`config.mk`:
```
export PLATFORM = sky130hd
export DESIGN_NAME = bg_scroll_ctrl
export DESIGN_NICKNAME = d
export VERILOG_FILES = /design/src/rtl/bg_scroll_ctrl.sv
export SDC_FILE = /design/constraint.sdc
export NUM_CORES = 1
export LEC_CHECK = 0
export ABC_AREA = 1
export BUFFER_PORTS_ARGS = -buffer_cell sky130_fd_sc_hd__buf_2
export CAP_MARGIN = 20
export CORE_ASPECT_RATIO = 1.75
export CORE_MARGIN = 2
export CORE_UTILIZATION = 50
export CTS_CLUSTER_DIAMETER = 30
export DETAILED_ROUTE_END_ITERATION = 12
export GPL_ROUTABILITY_DRIVEN = 0
export PLACE_DENSITY = 0.7
export SLEW_MARGIN = 15
export SYNTH_ARGS = -nofsm -noshare
export SYNTH_HDL_FRONTEND = slang
export SYNTH_SLANG_ARGS = --single-unit
export TNS_END_PERCENT = 20
```
`constraint.sdc`:
```
create_clock -name clk -period 5.2 [get_ports clk]
set_input_delay 1.04 -clock clk [delete_from_list [all_inputs] [get_ports clk]]
set_output_delay 1.04 -clock clk [all_outputs]
set_load 0.05 [all_outputs]
```
`src/rtl/bg_scroll_ctrl.sv`:
```
// bg_scroll_ctrl
//   Scroll sequencer for the background-strip ROM. A small game-state FSM
//   holds a per-frame horizontal scroll offset. The ROM address for the
//   current VGA pixel is built from that offset and the counters, with the
//   column wrapped to the image width. The address is registered, and a
//   band-valid flag is delayed by two edges so that it lines up with the
//   one-cycle read latency of the synchronous ROM.
//
// Ports
//   clk            pixel clock; all state changes on its rising edge
//   rst_n          synchronous active-low reset
//   hcounter       VGA horizontal counter (11 bits)
//   vcounter       VGA vertical counter (11 bits)
//   game_start     one-cycle pulse: IDLE -> RUN
//   game_over      one-cycle pulse: RUN -> FREEZE
//   game_reset     one-cycle pulse: RUN/FREEZE -> IDLE, offset cleared
//   speed          (only with BG_SCROLL_SPEED_EN) per-tick increment minus one
//   addra          registered ROM address (15 bits)
//   band_valid     ROM data on the bus belongs to the strip pixel
//   scroll_offset  current offset, 0..IMG_W-1
//   run_state      FSM state: 00 IDLE, 01 RUN, 10 FREEZE
//
// Build option
//   BG_SCROLL_SPEED_EN: when defined, adds the speed[1:0] input. Each tick
//   in RUN then advances the offset by speed+1 instead of STEP.
module bg_scroll_ctrl #(
    parameter int BAND_TOP   = 310,
    parameter int BAND_BOT   = 450,
    parameter int H_ACTIVE   = 640,
    parameter int IMG_W      = 320,
    parameter int FRAME_LINE = 480,
    parameter int STEP       = 1
) (
    input  logic        clk,
    input  logic        rst_n,
    input  logic [10:0] hcounter,
    input  logic [10:0] vcounter,
    input  logic        game_start,
    input  logic        game_over,
    input  logic        game_reset,
`ifdef BG_SCROLL_SPEED_EN
    input  logic [1:0]  speed,
`endif
    output logic [14:0] addra,
    output logic        band_valid,
    output logic [8:0]  scroll_offset,
    output logic [1:0]  run_state
);

    localparam logic [1:0] S_IDLE   = 2'b00;
    localparam logic [1:0] S_RUN    = 2'b01;
    localparam logic [1:0] S_FREEZE = 2'b10;

    logic [1:0]  state_q, state_d;
    logic [8:0]  offset_q, offset_d;
    logic [14:0] addr_q, addr_d;
    logic        v1_q, valid_q;

    logic        frame_tick;
    logic [9:0]  inc;
    logic [9:0]  off_sum;
    logic [8:0]  off_next;

    // Fires once per frame, on a line outside active video, so the offset
    // is constant across every visible pixel.
    assign frame_tick = (vcounter == 11'(FRAME_LINE)) && (hcounter == 11'd0);

`ifdef BG_SCROLL_SPEED_EN
    assign inc = {8'd0, speed} + 10'd1;
`else
    assign inc = 10'(STEP);
`endif

    // The increment never exceeds IMG_W, so a single subtraction wraps.
    assign off_sum  = {1'b0, offset_q} + inc;
    assign off_next = (off_sum >= 10'(IMG_W)) ? 9'(off_sum - 10'(IMG_W))
                                              : off_sum[8:0];

    // Priority: game_reset > game_over > game_start > frame_tick.
    always_comb begin
        state_d  = state_q;
        offset_d = offset_q;
        case (state_q)
            S_IDLE: begin
                offset_d = '0;
                if (!game_reset && game_start) state_d = S_RUN;
            end
            S_RUN: begin
                if (game_reset) begin
                    state_d  = S_IDLE;
                    offset_d = '0;
                end else if (game_over) begin
                    state_d = S_FREEZE;
                end else if (frame_tick) begin
                    offset_d = off_next;
                end
            end
            S_FREEZE: begin
                if (game_reset) begin
                    state_d  = S_IDLE;
                    offset_d = '0;
                end
            end
            default: begin
                state_d  = S_IDLE;
                offset_d = '0;
            end
        endcase
    end

    // Address generation. The ROM image is stored at half resolution, so
    // both counters are halved before they index it.
    logic        in_band;
    logic [9:0]  col_sum, col, row;

    assign in_band = (hcounter < 11'(H_ACTIVE)) &&
                     (vcounter >= 11'(BAND_TOP)) &&
                     (vcounter < 11'(BAND_BOT));
    assign col_sum = hcounter[10:1] + {1'b0, offset_q};
    assign col     = (col_sum >= 10'(IMG_W)) ? col_sum - 10'(IMG_W) : col_sum;
    assign row     = vcounter[10:1] - 10'(BAND_TOP / 2);
    assign addr_d  = in_band ? (15'(row) * 15'(IMG_W) + 15'(col)) : 15'd0;

    always_ff @(posedge clk) begin
        if (!rst_n) begin
            state_q  <= S_IDLE;
            offset_q <= '0;
            addr_q   <= '0;
            v1_q     <= 1'b0;
            valid_q  <= 1'b0;
        end else begin
            state_q  <= state_d;
            offset_q <= offset_d;
            addr_q   <= addr_d;
            // The first stage follows the address register. The second
            // stage follows the ROM output register.
            v1_q     <= in_band;
            valid_q  <= v1_q;
        end
    end

    assign addra         = addr_q;
    assign band_valid    = valid_q;
    assign scroll_offset = offset_q;
    assign run_state     = state_q;

endmodule

```
After elaboration in Yosys (flattened, before gate mapping):

Index checks and enable logic that the tools add are counted.
W data, S select, Z words.

* flip-flop bits (word level): 28
* input port bits: 27
* word-level logic and storage cells: 47
* output and inout port bits: 27

* magnitude comparators: 5
* add/subtract/negate cells: 6
* multipliers: 1
* reductions and logical operators: 10
* equality and inequality tests: 8
* muxes and demuxes: 12

Operators by type and width (count)
* $mux W9: 5
* $ge A10 B9 Y1 const B: 2
* $pmux W9 S2: 1
* $add A15 B10 Y15: 1
* $eq A11 B9 Y1 const B: 1
* $ge A11 B9 Y1 const B: 1
* $logic_not A11 Y1: 1
* $lt A11 B10 Y1 const B: 1
* $lt A11 B9 Y1 const B: 1
* $add A10 B9 Y10: 1
* $add A9 B1 Y10 const B: 1
* $mul A10 B3 Y9 const B: 1
* $mux W10: 1
* $sub A10 B8 Y10 const B: 1
* $sub A10 B9 Y10 const B: 1
* $ne A3 B3 Y1 const B: 3
* $sub A9 B9 Y9 const B: 1
* $mux W2: 4
* $pmux W2 S3: 1
* $reduce_and A3 Y1: 2
* $logic_and A1 B1 Y1: 4
* $ne A2 B2 Y1 const B: 2
* $eq A2 B1 Y1 const B: 1
* $eq A2 B2 Y1 const B: 1
* other kinds (3): 3

Logic depth before layout (Yosys ltp):

Gate-level depths: netlist of run 1.

* depth after elaboration: 7
* mapped depth: 33

Least setup slack after synthesis of run 1:

OpenSTA, ideal clock, no wires.

* path type: input -> register
* from: input hcounter[1]
* to: register addr_q[14], in the netlist addra[14]
* required time: 5085 ps
* setup slack: 801 ps
* arrival: 4284 ps
* path buffers: 0
* setup time: 115 ps
* stages on the path: 31
* path through: ha_1 inv_1 fa_1 nand3b_1 nand2_1 nand2_1 nand3_1 nand2_1 nand2_1 inv_1 ha_1 nand3_1 nor2_1 nand3_1 nor2_1 nand2_1 nand2_1 nand2_1 nand2_1 nand2_1 nand2_1 ha_1 fa_1 nand3_1 nand3_1 nand2_1 nor2_1 nand2_1 nand3_1 a21oi_1 nor2_1

* longest elaborated chain between the ends: 4

RTL lines
* from (decl): line 36 `input logic [10:0] hcounter,`
* $add A10 B9 Y10 / $lt A11 B10 Y1 (equally long branches): line 119, 116
* $sub A10 B9 Y10 (tied with other cells): line 120 `assign col = (col_sum >= 10'(IMG_W)) ? col_sum - 10'(IMG_W) : col_sum;`
* $mux W10 / $logic_and A1 B1 Y1 (equally long branches): line 120, 117
* $add A15 B10 Y15 / $reduce_and A2 Y1 (equally long branches)
* to (signal assigned): line 134 `addr_q <= addr_d;`
* to (decl): line 56 `logic [14:0] addr_q, addr_d;`

Parallel ways exist; a longest one is shown, timed or not.
A chain may end at the register's enable or synchronous reset.

Worst setup path in the final report of run 1:

Ends and elaborated chain as after synthesis.

==> results of run 1 <==
[report_power, final]
| part | total (mW) | leakage [nW] | switching, mW | internal, mW |
|---|---|---|---|---|
| clock | 0.178 | 0.0357 | 0.0751 | 0.103 |
| sequential | 0.216 | 0.226 | 0.000585 | 0.216 |
| combinational | 0.192 | 1.42 | 0.121 | 0.0705 |
| total | 0.586 | 1.68 | 0.197 | 0.390 |
[final cells by class]
| type | count | area, um2 | area share (%) |
|---|---|---|---|
| Clock buffer | 3 | 41.3 | 1.37 |
| Clock inverter | 1 | 30.0 | 0.996 |
| Inverter | 69 | 262 | 8.67 |
| Multi-Input combinational cell | 317 | 1780 | 59.1 |
| Sequential cell | 28 | 561 | 18.6 |
| Tap cell | 54 | 67.6 | 2.24 |
| Timing Repair Buffer | 54 | 273 | 9.05 |
[registers in the layout, indices dropped and copies added, names as in the netlist]
name and flops:
band_valid 1, scroll_offset 9, v1_q 1, run_state 2, addra 15
[synth_stat cells]
cell type,instances,share of area [%]
nand2_1,120,17
inv_1,67,9.6
nand3_1,44,8.4
nor2_1,38,5.5
ha_1,32,15
dfxtp_1,28,21
a21oi_1,22,4.2
nand4_1,12,2.9
o21ai_0,10,1.9
xor2_1,5,1.7
a21oi_2,4,1.3
nand3b_1,4,1.1
nor3_1,4,0.77
fa_1,3,2.3
nor2_2,3,0.72
or2_2,3,0.72
o21ai_2,2,0.67
o21bai_1,2,0.57
xnor2_1,2,0.67
a31oi_1,1,0.24
buf_4,1,0.29
clkbuf_1,1,0.14
inv_2,1,0.14
inv_4,1,0.24
nand2_2,1,0.24
nor3_2,1,0.38
nor3_4,1,0.62
nor4_1,1,0.24
o21ai_1,1,0.19
or2_0,1,0.24
[worst max-delay path by stage]
stage	from	endpoint	slack (ns)	depth (start not counted)
3_5_place_dp	hcounter[1]	addra[14]	0.30	32
3_3_place_gp	hcounter[1]	addra[14]	0.47	32
2_1_floorplan	hcounter[1]	addra[14]	0.80	31
5_1_grt	hcounter[1]	addra[14]	0.19	31
4_1_cts	hcounter[1]	addra[14]	0.61	32
6_report	hcounter[1]	addra[14]	0.61	32
[layer usage]
layer,wire (um),vias to the layer above
li1,-,1446
met1,2370,1232
met2,3800,60
met3,160,23
met4,250,0
met5,0,-
[worst min-delay path, delay by kind of cell (launching register included)]
kind	cells	cell delay [ns]
flip-flops	1	0.31
AND/OR/NAND/NOR	1	0.05
buffers and inverters	1	0.03
[kinds of logic after synthesis]
group | count (synthesis) | share of synthesized area [%]
simple gates | 233 | 39.0
flops | 28 | 21.4
fa+ha+maj | 35 | 17.6
xor+xnor | 7 | 2.34
buf+inv | 71 | 10.4
compound gates | 42 | 9.14
==> results.sh, run 1 <==
export IMPL_run_status="finished clean"
export IMPL_critical_path_startpoint_type="input pin"
export IMPL_finalSetupViolations=0
export IMPL_global_route_usage_met1_pct=23.5
export IMPL_slowest_delay_ns=0.46
export IMPL_period_minus_slack_ns=4.59
export IMPL_pre_cts_ws_ns=0.297
export IMPL_cts_max_level=1
export IMPL_pin_count=54
export IMPL_cts_hold_buffers=0
export IMPL_register_clock_pin_slew_on_the_reported_worst_setup_and_hold_paths_ns=0.11
export IMPL_postSynthCellCount=416
export IMPL_finalCritPeriodShare_pct=88.2
export IMPL_count_of_maximum_capacitance_violations=0
export IMPL_drcViolationCount=0
export IMPL_crit_reg2reg_launch="scroll_offset[0]"
export IMPL_slew_limit_headroom_pct=65.8
export IMPL_detail_route_wl_per_cell_um=12.5
export IMPL_drive_gt1_share_pct=15.9
export IMPL_layout_nets=535
export IMPL_reg2reg_setup_slack_ns=0.97
export IMPL_dpl_cell_area_um2=2940
export IMPL_num_rows=34
export IMPL_mappedNetlistNets=478
export IMPL_numPortBuffers=53
export IMPL_layout_cells_most_common_list="nand2_1 (120), inv_1 (67), buf_2 (53)"
export IMPL_timing_critical_path_mode_cell="nand2_1"
export IMPL_synth_warnings=0
export IMPL_floorplan_die_area_um2=5850
export IMPL_timing_critical_path_slowest_stage_cell="fa_1"
export IMPL_layout_area_overhead_vs_synth_pct=15.3
export IMPL_fin_setup_tns_ns=0
export IMPL_vias_per_cell=5.25
export IMPL_hold_path_endpoint="band_valid"
export IMPL_netlist_area_um2=2620
export IMPL_clock_latency_ns=0.28
export IMPL_final_cell_count_no_fill=526
export IMPL_path_buf_inv=3
export IMPL_number_of_clock_buffers_inserted_by_tritoncts=3
export IMPL_critical_path_arrival_ns=4.78
export IMPL_layout_setup_ws_ns=0.614
export IMPL_totalPowerFinal_uw=586
export IMPL_critical_path_max_fanout=4
export IMPL_crit_family="simple AND/OR/NAND/NOR gates"
export IMPL_placeableCoreArea_um2=5020
export IMPL_cts_repair_resize_count=0
export IMPL_vias_in_the_first_global_route=2620
export IMPL_syn_mean_instance_area_um2=6.29
export IMPL_timing_fmax_mhz=218
export IMPL_drt_pass1_iter_count=4
export IMPL_detailed_route_wl_um=6580
export IMPL_groute_usage_overall_pct=24.2
export IMPL_synth_seq_cells=28
export IMPL_grt_pass1_wl_um=11100
export IMPL_synth_sequential_area_ratio_pct=21.4
export IMPL_cellLeakagePower_nw=1.68
export IMPL_n_fill_cell=508
export IMPL_timing_critical_path_to_type="flip-flop"
export IMPL_holdCritPathClass="flip-flop to flip-flop"
export IMPL_antenna_violations_before_repair=0
export IMPL_clock_tree_from_tritoncts="yes"
export IMPL_power_density_nw_per_um2=194
export IMPL_drt_iter0_markers=51
export IMPL_timing_worst_setup_path_type="input pin to flip-flop"
export IMPL_min_path_cells=2
export IMPL_grt_busiest_layer="met2"
export IMPL_max_slew_worst_pin_slew_ns=0.511
export IMPL_stdcell_area_um2=3020
export IMPL_met3_usage_pct=1.82
export IMPL_final_hold_violation_count=0
export IMPL_grt_use_met2_pct=48.7
export IMPL_finalCoreUtilization_pct=60.1
export IMPL_hpwl_um=5630
export IMPL_clock_sink_count=28
export IMPL_root_buffer="clkbuf_8"
export IMPL_most_common_library_cell_in_the_layout_ignoring_fill_and_taps="nand2_1"
export IMPL_start_util_pct=52.1
export IMPL_holdWs_ns=0.422
export IMPL_detailroute_via_count=2761
export IMPL_dp_cells=522
export IMPL_cts_buffer_depth=2
export IMPL_gr_total_overflow=0
export IMPL_drt_antenna_violating_nets=0
export IMPL_antennaDiodeCount=0
export IMPL_rsz0062_at_grt="false"
export IMPL_synth_cell_type_count=30
export IMPL_grt_max_degree=17
export IMPL_finalClockSkew_ns=0.00760
export IMPL_post_cts_setup_buffer_count=0
export IMPL_chipWidth_um=58.7
export IMPL_worst_r2r_path_depth=32
export IMPL_terminus_of_the_critical_flop_to_flop_path="addra[14]"
export IMPL_critical_path_required_ns=5.39
export IMPL_ir_drop_mv=0.118
export IMPL_pins_over_their_slew_limit=0
export IMPL_worstHoldStart="v1_q"
export IMPL_die_h_um=99.7
No activity file was read; power rests on OpenSTA's default activity.
==> run 2: changes to the inputs <==
- REMOVE_ABC_BUFFERS: unset -> 1
==> run 2 against run 1 <==
The flow now finishes with violations (DRC); die area is the same; clock skew fell by 0.0021 ns; sequential power about the same; cell count is the same; critical path type unchanged.
==> results.sh, run 2 (synthesis gave the netlist of run 1 again) <==
export IMPL_run_status="finished with violations"
export IMPL_violations="DRC"
export IMPL_drive_gt1_share_pct=15.9
export IMPL_final_hold_violation_count=0
export IMPL_clock_sink_count=28
export IMPL_most_common_library_cell_in_the_layout_ignoring_fill_and_taps="nand2_1"
export IMPL_grt_pass1_wl_um=11100
export IMPL_timing_critical_path_slowest_stage_cell="fa_1"
export IMPL_register_clock_pin_slew_on_the_reported_worst_setup_and_hold_paths_ns=0.09
export IMPL_multi_input_area_um2=1780
export IMPL_timing_critical_path_mode_cell="nand2_1"
export IMPL_met3_usage_pct=2.99
export IMPL_fin_setup_tns_ns=0
export IMPL_crit_start="hcounter[1]"
export IMPL_hpwl_um=5470
export IMPL_cts_max_level=1
export IMPL_crit_reg2reg_launch="scroll_offset[0]"
export IMPL_root_buffer="clkbuf_8"
export IMPL_post_cts_setup_buffer_count=0
export IMPL_drt_pass1_iter_count=8
export IMPL_detailroute_via_count=2773
export IMPL_numPortBuffers=53
export IMPL_critical_path_max_fanout=4
export IMPL_drt_iter0_markers=119
export IMPL_detail_route_wl_per_cell_um=12.4
export IMPL_number_of_clock_buffers_inserted_by_tritoncts=3
export IMPL_grt_busiest_layer="met2"
export IMPL_num_rows=34
export IMPL_placeableCoreArea_um2=5020
export IMPL_groute_usage_overall_pct=24.0
export IMPL_gr_total_overflow=0
export IMPL_pin_count=54
export IMPL_chipWidth_um=58.7
export IMPL_cts_buffer_depth=2
export IMPL_slew_limit_headroom_pct=64.0
export IMPL_critical_path_required_ns=5.38
export IMPL_seq_area_um2=561
export IMPL_drt_antenna_violating_nets=0
export IMPL_count_of_maximum_capacitance_violations=0
export IMPL_finalCritPeriodShare_pct=88.8
export IMPL_finalClockSkew_ns=0.00553
export IMPL_totalPowerFinal_uw=540
export IMPL_period_minus_slack_ns=4.62
export IMPL_critical_path_arrival_ns=4.79
export IMPL_timing_worst_setup_path_type="input pin to flip-flop"
export IMPL_ir_drop_mv=0.136
export IMPL_finalSetupViolations=0
export IMPL_vias_in_the_first_global_route=2648
export IMPL_cts_repair_resize_count=0
export IMPL_drcViolationCount=4
export IMPL_power_density_nw_per_um2=180
export IMPL_cts_hold_buffers=0
export IMPL_layout_cells_most_common_list="nand2_1 (120), inv_1 (67), buf_2 (53)"
export IMPL_cellLeakagePower_nw=1.68
export IMPL_crit_family="simple AND/OR/NAND/NOR gates"
export IMPL_slowest_delay_ns=0.46
export IMPL_layout_area_overhead_vs_synth_pct=14.7
export IMPL_die_h_um=99.7
export IMPL_start_util_pct=52.1
export IMPL_worstHoldStart="v1_q"
export IMPL_vias_per_cell=5.27
export IMPL_antenna_violations_before_repair=0
export IMPL_path_buf_inv=3
export IMPL_clock_latency_ns=0.28
export IMPL_holdCritPathClass="flip-flop to flip-flop"
export IMPL_timing_critical_path_to_type="flip-flop"
export IMPL_timing_fmax_mhz=217
export IMPL_antennaDiodeCount=0
export IMPL_grt_use_met2_pct=47.2
export IMPL_critical_path_startpoint_type="input pin"
export IMPL_grt_max_degree=16
export IMPL_max_slew_worst_pin_slew_ns=0.538
export IMPL_layout_nets=535
export IMPL_clock_tree_from_tritoncts="yes"
export IMPL_holdWs_ns=0.418
export IMPL_detailed_route_wl_um=6540
export IMPL_number_of_flip_flops_under_the_largest_register_name=15
export IMPL_rsz0062_at_grt="false"
export IMPL_floorplan_die_area_um2=5850
export IMPL_n_fill_cell=512
export IMPL_global_route_usage_met1_pct=24.5
export IMPL_pins_over_their_slew_limit=0
-- run 2: changes by cell type in the layout (fill, tap and decap cells not counted) --
| cell | delta |
|---|---|
| clkbuf_8 | +1 |
| bufinv_16 | -1 |
-- run 2: final timing paths --
kind                 to  slack, ns  cells after the start
min          band_valid       0.42                      2
max reg2reg   addra[14]       0.93                     32
min reg2reg  band_valid       0.42                      2
max           addra[14]       0.58                     32
-- run 2: where the power goes --
part           total [mW]  switching [mW]  internal [mW]  leakage, nW
combinational       0.187           0.117         0.0696         1.42
clock               0.136          0.0686         0.0678       0.0288
sequential          0.216        0.000574          0.216        0.226
-- run 2: tightest hold or removal path, stage by stage (launching register included) --
cell and delay (ns):
dfxtp_1 0.31, nand2_1 0.05, inv_1 0.03
-- run 2: layer usage --
metal	share of wire, %	vias to the layer above
met3	3.7	13
met4	3.0	0
met2	54	56
met5	0	-
met1	39	1251
li1	-	1453
-- run 2: layout make-up --
class	count	share of cell area [%]
Inverter	69	8.72
Timing Repair Buffer	54	9.09
Tap cell	54	2.25
Multi-Input combinational cell	317	59.4
Sequential cell	28	18.7
Clock buffer	4	1.84
-- run 2: metrics by stage --
step	cells	utilization (%)	cell area, um2	setup WS [ns]
after floorplan	414	-	2600	0.801
after global placement	522	58.6	2940	0.435
after detailed placement	522	58.6	2940	0.292
after CTS	526	59.7	3000	0.590
after global routing	526	59.7	3000	0.148
final	526	59.7	3000	0.584
